**config.mk**
```make
export PLATFORM = sky130hd
export DESIGN_NAME = load_store_unit
export DESIGN_NICKNAME = d
export VERILOG_FILES = /design/src/rtl/load_store_unit.sv
export SDC_FILE = /design/constraint.sdc
export NUM_CORES = 1
export LEC_CHECK = 0
export ABC_AREA = 1
export BUFFER_PORTS_ARGS = -buffer_cell sky130_fd_sc_hd__buf_2
export CORE_MARGIN = 2
export CORE_UTILIZATION = 45
export DETAILED_ROUTE_END_ITERATION = 16
export PLACE_DENSITY_LB_ADDON = 0.25
export SKIP_LAST_GASP = 1
export SYNTH_ARGS = -nofsm -noshare
export SYNTH_HDL_FRONTEND = slang
export SYNTH_SLANG_ARGS = --single-unit
```
**constraint.sdc**
```tcl
create_clock -name clk -period 2.8 [get_ports clk]
set_input_delay 0.42 -clock clk [delete_from_list [all_inputs] [get_ports clk]]
set_output_delay 0.42 -clock clk [all_outputs]
set_load 0.05 [all_outputs]
```
**src/rtl/load_store_unit.sv**
```systemverilog
// load_store_unit
// Execute-stage load/store unit. Each accepted request performs one data-memory access
// over an AXI4-lite-style port. Load data is extended and returned on lsu_result.
// lsu_done pulses for one cycle when the access completes. lsu_work stays high while
// the unit is busy, so that control can stall the pipeline.
//
// Optional feature: define MISALIGN_TRAP_EN to trap misaligned halfword and word
// accesses. A trapped access goes straight to completion with lsu_err set and issues
// no bus traffic. When the macro is undefined, the low address bits are ignored and
// the access is issued at the naturally aligned address.
//
// Ports:
//   clk, rst_n                  clock, asynchronous active-low reset
//   req, lsu_op                 start strobe (sampled only when idle);
//                               lsu_op = {is_store, unsigned, size[1:0]}
//   base, offset, store_data    rs1, sign-extended immediate, rs2
//   lsu_work, lsu_done          busy flag, one-cycle completion pulse
//   lsu_result, lsu_err         extended load data (0 for stores and errors); error flag
//                               valid with lsu_done
//   araddr/arvalid/arready      read address channel
//   rdata/rresp/rvalid/rready   read data channel
//   awaddr/awvalid/awready      write address channel
//   wdata/wstrb/wvalid/wready   write data channel
//   bresp/bvalid/bready         write response channel
module load_store_unit #(
    parameter int ADDR_W = 32,
    parameter int DATA_W = 32
) (
    input  logic                clk,
    input  logic                rst_n,
    input  logic                req,
    input  logic [3:0]          lsu_op,
    input  logic [31:0]         base,
    input  logic [31:0]         offset,
    input  logic [DATA_W-1:0]   store_data,
    output logic                lsu_work,
    output logic                lsu_done,
    output logic [DATA_W-1:0]   lsu_result,
    output logic                lsu_err,
    output logic [ADDR_W-1:0]   araddr,
    output logic                arvalid,
    input  logic                arready,
    input  logic [DATA_W-1:0]   rdata,
    input  logic [1:0]          rresp,
    input  logic                rvalid,
    output logic                rready,
    output logic [ADDR_W-1:0]   awaddr,
    output logic                awvalid,
    input  logic                awready,
    output logic [DATA_W-1:0]   wdata,
    output logic [DATA_W/8-1:0] wstrb,
    output logic                wvalid,
    input  logic                wready,
    input  logic [1:0]          bresp,
    input  logic                bvalid,
    output logic                bready
);

    typedef enum logic [2:0] {IDLE, RD_A, RD_D, WR, WR_B, DONE} state_t;

    state_t              state, state_nx;
    logic                store_q, uns_q;
    logic [1:0]          size_q;
    logic [ADDR_W-1:0]   ea_q;
    logic [DATA_W-1:0]   sd_q;
    logic                aw_done, w_done;
    logic [DATA_W-1:0]   result_q;
    logic                err_q;

    logic [31:0]         ea_sum;
    logic [ADDR_W-1:0]   ea_in;
    logic                misalign, bad_in;

    // Pick the addressed byte/halfword out of the word and sign- or zero-extend it.
    // Halfwords use only ea[1], so an unaligned halfword reads the naturally aligned lane.
    function automatic logic [31:0] ext_load(input logic [31:0] data, input logic [1:0] size,
                                             input logic uns, input logic [1:0] lane);
        logic [31:0]        sh;
        logic signed [7:0]  b;
        logic signed [15:0] h;
        logic signed [31:0] s;
        sh = data;
        s  = data;
        case (size)
            2'b00: begin
                sh = data >> {lane, 3'b000};
                b  = sh[7:0];
                s  = b;
                if (uns) s = {24'd0, sh[7:0]};
            end
            2'b01: begin
                sh = data >> {lane[1], 4'b0000};
                h  = sh[15:0];
                s  = h;
                if (uns) s = {16'd0, sh[15:0]};
            end
            default: s = data;
        endcase
        return s;
    endfunction

    function automatic logic [3:0] strb_for(input logic [1:0] size, input logic [1:0] lane);
        case (size)
            2'b00:   return 4'b0001 << lane;
            2'b01:   return 4'b0011 << {lane[1], 1'b0};
            2'b10:   return 4'b1111;
            default: return 4'b0000;
        endcase
    endfunction

    // Replicate the store operand across every lane so the strobe alone selects the bytes.
    function automatic logic [31:0] wdata_for(input logic [31:0] d, input logic [1:0] size);
        case (size)
            2'b00:   return {4{d[7:0]}};
            2'b01:   return {2{d[15:0]}};
            default: return d;
        endcase
    endfunction

    assign ea_sum = base + offset;
    assign ea_in  = ADDR_W'(ea_sum);

`ifdef MISALIGN_TRAP_EN
    assign misalign = ((lsu_op[1:0] == 2'b01) && ea_in[0]) ||
                      ((lsu_op[1:0] == 2'b10) && (ea_in[1:0] != 2'b00));
`else
    assign misalign = 1'b0;
`endif

    // Reserved size and trapped accesses never touch the bus.
    assign bad_in = (lsu_op[1:0] == 2'b11) || misalign;

    always_comb begin
        state_nx = state;
        case (state)
            IDLE: if (req) begin
                if (bad_in)         state_nx = DONE;
                else if (lsu_op[3]) state_nx = WR;
                else                state_nx = RD_A;
            end
            RD_A: if (arready) state_nx = RD_D;
            RD_D: if (rvalid)  state_nx = DONE;
            // AW and W may complete in the same or in different cycles.
            WR:   if ((aw_done || awready) && (w_done || wready)) state_nx = WR_B;
            WR_B: if (bvalid)  state_nx = DONE;
            DONE: state_nx = IDLE;
            default: state_nx = IDLE;
        endcase
    end

    always_ff @(posedge clk or negedge rst_n) begin
        if (!rst_n) begin
            state    <= IDLE;
            store_q  <= 1'b0;
            uns_q    <= 1'b0;
            size_q   <= 2'b00;
            ea_q     <= '0;
            sd_q     <= '0;
            aw_done  <= 1'b0;
            w_done   <= 1'b0;
            result_q <= '0;
            err_q    <= 1'b0;
        end else begin
            state <= state_nx;
            case (state)
                IDLE: if (req) begin
                    store_q <= lsu_op[3];
                    uns_q   <= lsu_op[2];
                    size_q  <= lsu_op[1:0];
                    ea_q    <= ea_in;
                    sd_q    <= store_data;
                    aw_done <= 1'b0;
                    w_done  <= 1'b0;
                    if (bad_in) begin
                        err_q    <= 1'b1;
                        result_q <= '0;
                    end
                end
                WR: begin
                    if (awvalid && awready) aw_done <= 1'b1;
                    if (wvalid && wready)   w_done  <= 1'b1;
                end
                RD_D: if (rvalid) begin
                    err_q    <= (rresp != 2'b00);
                    result_q <= (rresp != 2'b00) ? '0 : ext_load(rdata, size_q, uns_q, ea_q[1:0]);
                end
                WR_B: if (bvalid) begin
                    err_q    <= (bresp != 2'b00);
                    result_q <= '0;
                end
                default: ;
            endcase
        end
    end

    assign lsu_work   = (state != IDLE);
    assign lsu_done   = (state == DONE);
    assign lsu_err    = lsu_done && err_q;
    assign lsu_result = result_q;

    assign araddr  = {ea_q[ADDR_W-1:2], 2'b00};
    assign arvalid = (state == RD_A);
    assign rready  = (state == RD_D);
    assign awaddr  = {ea_q[ADDR_W-1:2], 2'b00};
    assign awvalid = (state == WR) && !aw_done;
    assign wvalid  = (state == WR) && !w_done;
    assign wdata   = wdata_for(sd_q, size_q);
    // The strobe is gated so that it reads as zero whenever no write is offered.
    assign wstrb   = wvalid ? strb_for(size_q, ea_q[1:0]) : 4'b0000;
    assign bready  = (state == WR_B);

    // store_q only records the op kind for completeness of the latched request.
    logic unused_ok;
    assign unused_ok = store_q;

endmodule

```
==> flow_metrics.env, run 1 <==
export IMPL_outcome="finished, final reports clean"
export IMPL_fin_nets=1565
export IMPL_drc=0
export IMPL_grt_pass1_wl_mm=35.6
export IMPL_finalWirelength_mm=22.2
export IMPL_leakagePower_nw=5.52
export IMPL_grt_max_degree=66
export IMPL_drive_gt1_share_pct=25.6
export IMPL_finClkSkew_ns=0.0112
export IMPL_dieArea_um2=18700
export IMPL_wire_per_inst_um=13.7
export IMPL_drtIter0Drc=442
export IMPL_ys_ff_latch=105
export IMPL_required_ns=2.38
export IMPL_die_width_um=137
export IMPL_syn_area_um2=7950
export IMPL_overflow=0
export IMPL_dp_cells=1603
export IMPL_cts_repair_resized=0
export IMPL_rsz0062_at_grt="false"
export IMPL_max_cap_violations=0
export IMPL_drv_slew=0
export IMPL_cp_arrival_ns=2.12
export IMPL_area_growth_pct=17.2
export IMPL_peakVddDrop_mv=1.03
export IMPL_ant_nets=0
export IMPL_fin_setup_tns_ns=0
export IMPL_grt_pass1_vias=7411
export IMPL_layout_area_seq_um2=2630
export IMPL_setup_viol=0
export IMPL_post_route_period_util_pct=90.7
export IMPL_yosys_top_cells_area="dfrtp_1, nand2_1, inv_1, buf_4, ha_1"
export IMPL_cts_sinks=105
export IMPL_powerDensity_nw_per_um2=1130
export IMPL_yosys_area_top_type_share_pct=33.0
export IMPL_end_kind="output pin"
export IMPL_firstDrtPassIters=6
export IMPL_hold_viol=0
export IMPL_r2r_cells=10
export IMPL_yosys_area_top_type="dfrtp_1"
export IMPL_clock_fmax_mhz=394
export IMPL_post_cts_buffers=0
export IMPL_num_rows=48
export IMPL_worst_slew_pin_slew_ns=0.927
export IMPL_start_kind="flop"
export IMPL_final_cells=1620
export IMPL_multiInputGateArea_um2=4010
export IMPL_cts_root_buf="clkbuf_16"
export IMPL_seq_area_frac_synth_pct=33.0
export IMPL_io_pins=284
export IMPL_cts_buffer_depth=2
export IMPL_n_fill_cell=1767
export IMPL_synth_cells=1189
export IMPL_min_path_type="primary input to async pin"
export IMPL_cts_buffers=9
export IMPL_hpwl_mm=17.8
export IMPL_critPathMaxFanout=4
export IMPL_layout_commonest_cell="nand2_1"
export IMPL_layout_common_cells="nand2_1, buf_2, inv_1"
export IMPL_path_clk_slew_ns=0.08
export IMPL_route_vias_total=7942
export IMPL_slew_headroom_pct=37.9
export IMPL_initial_core_util_pct=46.0
export IMPL_numPortBuffers=279
export IMPL_clock_latency_ns=0.35
export IMPL_min_period_ns=2.54
export IMPL_h_tree_depth=3
export IMPL_path_class="flop to output pin"
export IMPL_cts_tree="yes"
export IMPL_core_um2=17300
export IMPL_syn_area_per_cell_um2=6.69
export IMPL_antenna_found_initial=0
export IMPL_vias_per_cell=4.90
export IMPL_ys_types=43
export IMPL_finalWeightedCongestion=0.968
export IMPL_cts_hold_buffers_added=0
export IMPL_grt_usage_pct=23.9
export IMPL_ys_warn_count=0
export IMPL_fp_dieH_um=137
[state kept, by name (all words and copies together), names as in the netlist]
register	count
ea_q	32
lsu_result	32
sd_q	32
state	3
size_q	2
aw_done	1
err_q	1
uns_q	1
w_done	1
[layer usage]
layer  GRT usage, %  share of wire (%)  up-vias
met5              0                  0        -
met4           8.93                2.7        0
met3           3.56                5.8       40
met2           40.4                 48      250
met1           31.0                 44     3622
li1               -                  -     4030
[Yosys cell counts (all sizes together)]
cell type	count
inv	170
xor2	1
nor3	7
o211ai	8
nand3	69
xnor2	15
clkbuf	12
conb	1
o31ai	1
a31oi	11
nand2	469
a21oi	22
and2	4
buf	89
nand3b	4
fa	1
ha	31
o21bai	3
or2	7
o21ai	76
nand4	3
a22oi	2
nor2	67
dfrtp	105
a21o	1
clkinv	2
o221ai	8
[where the power goes]
group	internal [mW]	switching [mW]	total (mW)
clock network	0.619	0.612	1.23
logic	1.51	5.29	6.81
registers	2.09	0.424	2.51
total	4.22	6.33	10.5
[final cells by class]
class                   instances  share of cell area [%]
diodes                          1                  0.0268
clock inverters                 7                   0.644
inverters                     172                    6.94
flip-flops and latches        105                    28.2
clock buffers                   9                    2.42
multi-input cells             814                    43.0
repair buffers                287                    15.8
well taps                     225                    3.02
[worst max-delay path, cell delays in order, from the launching register on]
cell	delay, ns
dfrtp_1	0.43
inv_2	0.10
nand2_2	0.06
nor2_1	0.20
inv_1	0.13
nor2_1	0.23
inv_1	0.11
a31oi_1	0.21
buf_2	0.30
[final timing paths]
kind,end,startpoint,slack (ns)
max,wstrb[1],state[2],0.26
min,lsu_result[3],rst_n,0.10
max reg2reg,lsu_result[12],state[2],0.63
min reg2reg,lsu_result[28],lsu_result[28],0.48
max in group asynchronous,size_q[1],rst_n,2.01
min in group clk,sd_q[17],store_data[17],0.27
[metrics by stage]
step / utilization (%) / area [um^2] / hold slack [ns] / setup slack (ns) / total power, mW
6_report: 53.9 / 9320 / 0.101 / 0.260 / 10.5
5_1_grt: 53.9 / 9320 / 0.151 / 0.125 / 11.2
4_1_cts: 53.9 / 9320 / 0.124 / 0.250 / 10.6
3_5_place_dp: 52.2 / 9030 / 0.461 / 0.575 / 9.36
3_3_place_gp: 52.2 / 9030 / 0.453 / 0.604 / 9.29
2_1_floorplan: - / 7960 / 0.124 / -0.115 / 8.38
[cell families (layout without fill, tap and decap cells)]
group | Yosys count | after routing | synth area share (%)
simple gates | 630 | 630 | 33.4
other cells | 1 | 5 | 0.0472
flops | 105 | 105 | 33.0
xor+xnor | 16 | 16 | 1.76
compound gates | 132 | 132 | 9.76
buf+inv | 273 | 475 | 16.8
fa+ha+maj | 32 | 32 | 5.13
(Power assumes the default switching activity.)
==> run 2: changes to the inputs <==
--- a/config.mk
+++ b/config.mk
@@ -7,7 +7,7 @@
 export LEC_CHECK = 0
 export ABC_AREA = 1
 export BUFFER_PORTS_ARGS = -buffer_cell sky130_fd_sc_hd__buf_2
-export CORE_MARGIN = 2
+export CORE_MARGIN = 3
 export CORE_UTILIZATION = 45
 export DETAILED_ROUTE_END_ITERATION = 16
 export PLACE_DENSITY_LB_ADDON = 0.25
==> run 2 against run 1 <==
Cell count down 0.37%. Worst hold slack better by 0.17 ns. Global-route usage down 0.57 points. Clock power up 3%. Utilization up 1.2 points. Power up 0.50%. Sequential share of layout area about the same. Clock skew down 0.0013 ns. Sequential cell count unchanged. Non-clock buffer count unchanged. Largest cell class unchanged.
==> flow_metrics.env, run 2 (same netlist as run 1, synthesis figures left out) <==
export IMPL_finClkSkew_ns=0.00988
export IMPL_leakagePower_nw=5.53
export IMPL_dp_cells=1597
export IMPL_initial_core_util_pct=46.9
export IMPL_met3_usage_pct=3.45
export IMPL_area_growth_pct=17.4
export IMPL_path_class="flop to output pin"
export IMPL_critPathMaxFanout=21
export IMPL_cts_buffer_depth=2
export IMPL_r2r_cells=6
export IMPL_num_rows=47
export IMPL_path_clk_slew_ns=0.08
export IMPL_grt_max_degree=83
export IMPL_finalWeightedCongestion=0.903
export IMPL_grt_pass1_wl_mm=37.2
export IMPL_start_kind="flop"
export IMPL_fin_nets=1565
export IMPL_cp_arrival_ns=2.11
export IMPL_die_width_um=139
export IMPL_drv_slew=0
export IMPL_crit_start="size_q[1]"
export IMPL_overflow=0
export IMPL_ant_nets=0
export IMPL_crit_path_end="wstrb[3]"
export IMPL_firstDrtPassIters=7
export IMPL_required_ns=2.38
export IMPL_hold_viol=0
export IMPL_cts_tree="yes"
export IMPL_power_frac_seq_pct=23.9
export IMPL_cts_sinks=105
export IMPL_total_power_mw=10.6
export IMPL_comb_power_share_pct=64.1
export IMPL_r2r_end="lsu_result[1]"
export IMPL_final_cells=1614
export IMPL_finalWirelength_mm=22.9
export IMPL_layout_commonest_cell="nand2_1"
export IMPL_cts_repair_resized=0
export IMPL_end_kind="output pin"
export IMPL_cts_buffers=9
export IMPL_clock_latency_ns=0.35
export IMPL_drc=0
export IMPL_vias_per_cell=4.90
export IMPL_drive_gt1_share_pct=25.5
export IMPL_numPortBuffers=279
export IMPL_fp_dieH_um=139
export IMPL_met2_usage_pct=40.8
export IMPL_fin_util_pct=55.1
export IMPL_rrSetupSlack_ns=0.64
export IMPL_drtIter0Drc=484
export IMPL_rsz0062_at_grt="false"
export IMPL_grt_usage_pct=23.4
export IMPL_min_period_ns=2.53
export IMPL_layout_setup_ws_ns=0.274
export IMPL_grtUsageMet1_pct=30.5
export IMPL_clock_fmax_mhz=396
export IMPL_dp_slack_ns=0.589
export IMPL_wire_per_inst_um=14.2
export IMPL_slew_headroom_pct=37.1
export IMPL_peakVddDrop_mv=0.942
export IMPL_outcome="finished, final reports clean"
export IMPL_n_antenna_cell=0
export IMPL_r2r_start="size_q[1]"
export IMPL_clkPwrFrac_pct=12.0
export IMPL_swShare_pct=59.8
export IMPL_cts_root_buf="clkbuf_16"
export IMPL_max_cap_violations=0
export IMPL_p_int_mw=4.26
export IMPL_p_switching_mw=6.34
export IMPL_io_pins=284
export IMPL_layout_common_cells="nand2_1, buf_2, inv_1"
export IMPL_core_um2=16900
export IMPL_antenna_found_initial=0
export IMPL_worst_slew_pin_slew_ns=0.943
export IMPL_route_vias_total=7901
export IMPL_grt_pass1_vias=7393
export IMPL_powerDensity_nw_per_um2=1140
export IMPL_min_path_type="primary input to flop"
export IMPL_post_route_period_util_pct=90.2
export IMPL_hpwl_mm=18.2
export IMPL_setup_viol=0
export IMPL_grt_busiest_layer="met2"
export IMPL_h_tree_depth=3
export IMPL_dieArea_um2=19300
run 2: cell count changes in the layout (fill, tap and decap cells not counted):
cell / before / now
clkbuf_8: 0 / 1
buf_4: 8 / 6
dlygate4sd3_1: 0 / 1
clkinv_4: 3 / 1
diode_2: 1 / 0
inv_8: 0 / 2
inv_6: 3 / 2
buf_12: 1 / 2
run 2: area by class of cell:
cell class,instances,area [um^2]
Multi-Input combinational cell,814,4010
Tap cell,220,275
Inverter,172,647
Fill cell,1714,7600
Clock buffer,10,239
Sequential cell,105,2630
Timing Repair Buffer,287,1490
Clock inverter,6,56.3
run 2: worst min path at each step:
| stage | cells after the start | slack, ns | start | end |
|---|---|---|---|---|
| 3_3_place_gp | 1 | 0.37 | rst_n | sd_q[27] |
| 3_5_place_dp | 1 | 0.38 | rst_n | sd_q[27] |
| 4_1_cts | 3 | 0.26 | store_data[19] | sd_q[19] |
| 5_1_grt | 3 | 0.26 | store_data[18] | sd_q[18] |
| 6_report | 3 | 0.27 | store_data[2] | sd_q[2] |
| 2_1_floorplan | 0 | 0.12 | rst_n | aw_done |
run 2: metal layers:
| layer | wire length (um) | vias up |
|---|---|---|
| li1 | - | 4020 |
| met1 | 9880 | 3566 |
| met2 | 11100 | 289 |
| met3 | 1430 | 26 |
| met4 | 429 | 0 |
| met5 | 0 | - |
run 2: per-stage QoR:
| step | setup TNS [ns] | hold slack, ns | instance area [um^2] |
|---|---|---|---|
| 5_1_grt | 0 | 0.259 | 9340 |
| 3_3_place_gp | 0 | 0.374 | 9030 |
| 3_5_place_dp | 0 | 0.378 | 9030 |
| 2_1_floorplan | -0.344 | 0.124 | 7960 |
| 6_report | 0 | 0.266 | 9340 |
| 4_1_cts | 0 | 0.258 | 9340 |
run 2: critical path: stages, from the launching register on:
cell and delay [ns]:
dfrtp_1 0.60, nor2_2 0.21, buf_4 0.28, nand2_1 0.15, a31oi_1 0.21, buf_2 0.29
run 2: power by group through the flow:
stage                     clock (mW)  sequential, mW  combinational (mW)
final                           1.27            2.53                6.79
after global routing            1.37            2.62                7.30
after CTS                       1.31            2.54                6.84
after detailed placement           0            2.56                6.83
after global placement             0            2.54                6.78
after floorplan                    0            2.60                5.78
run 2: repair_timing:
| item | in CTS | in global routing |
|---|---|---|
| hold buffers | 1 | 0 |
| hold endpoints to repair | 21 | 0 |
| setup buffers | 0 | 0 |
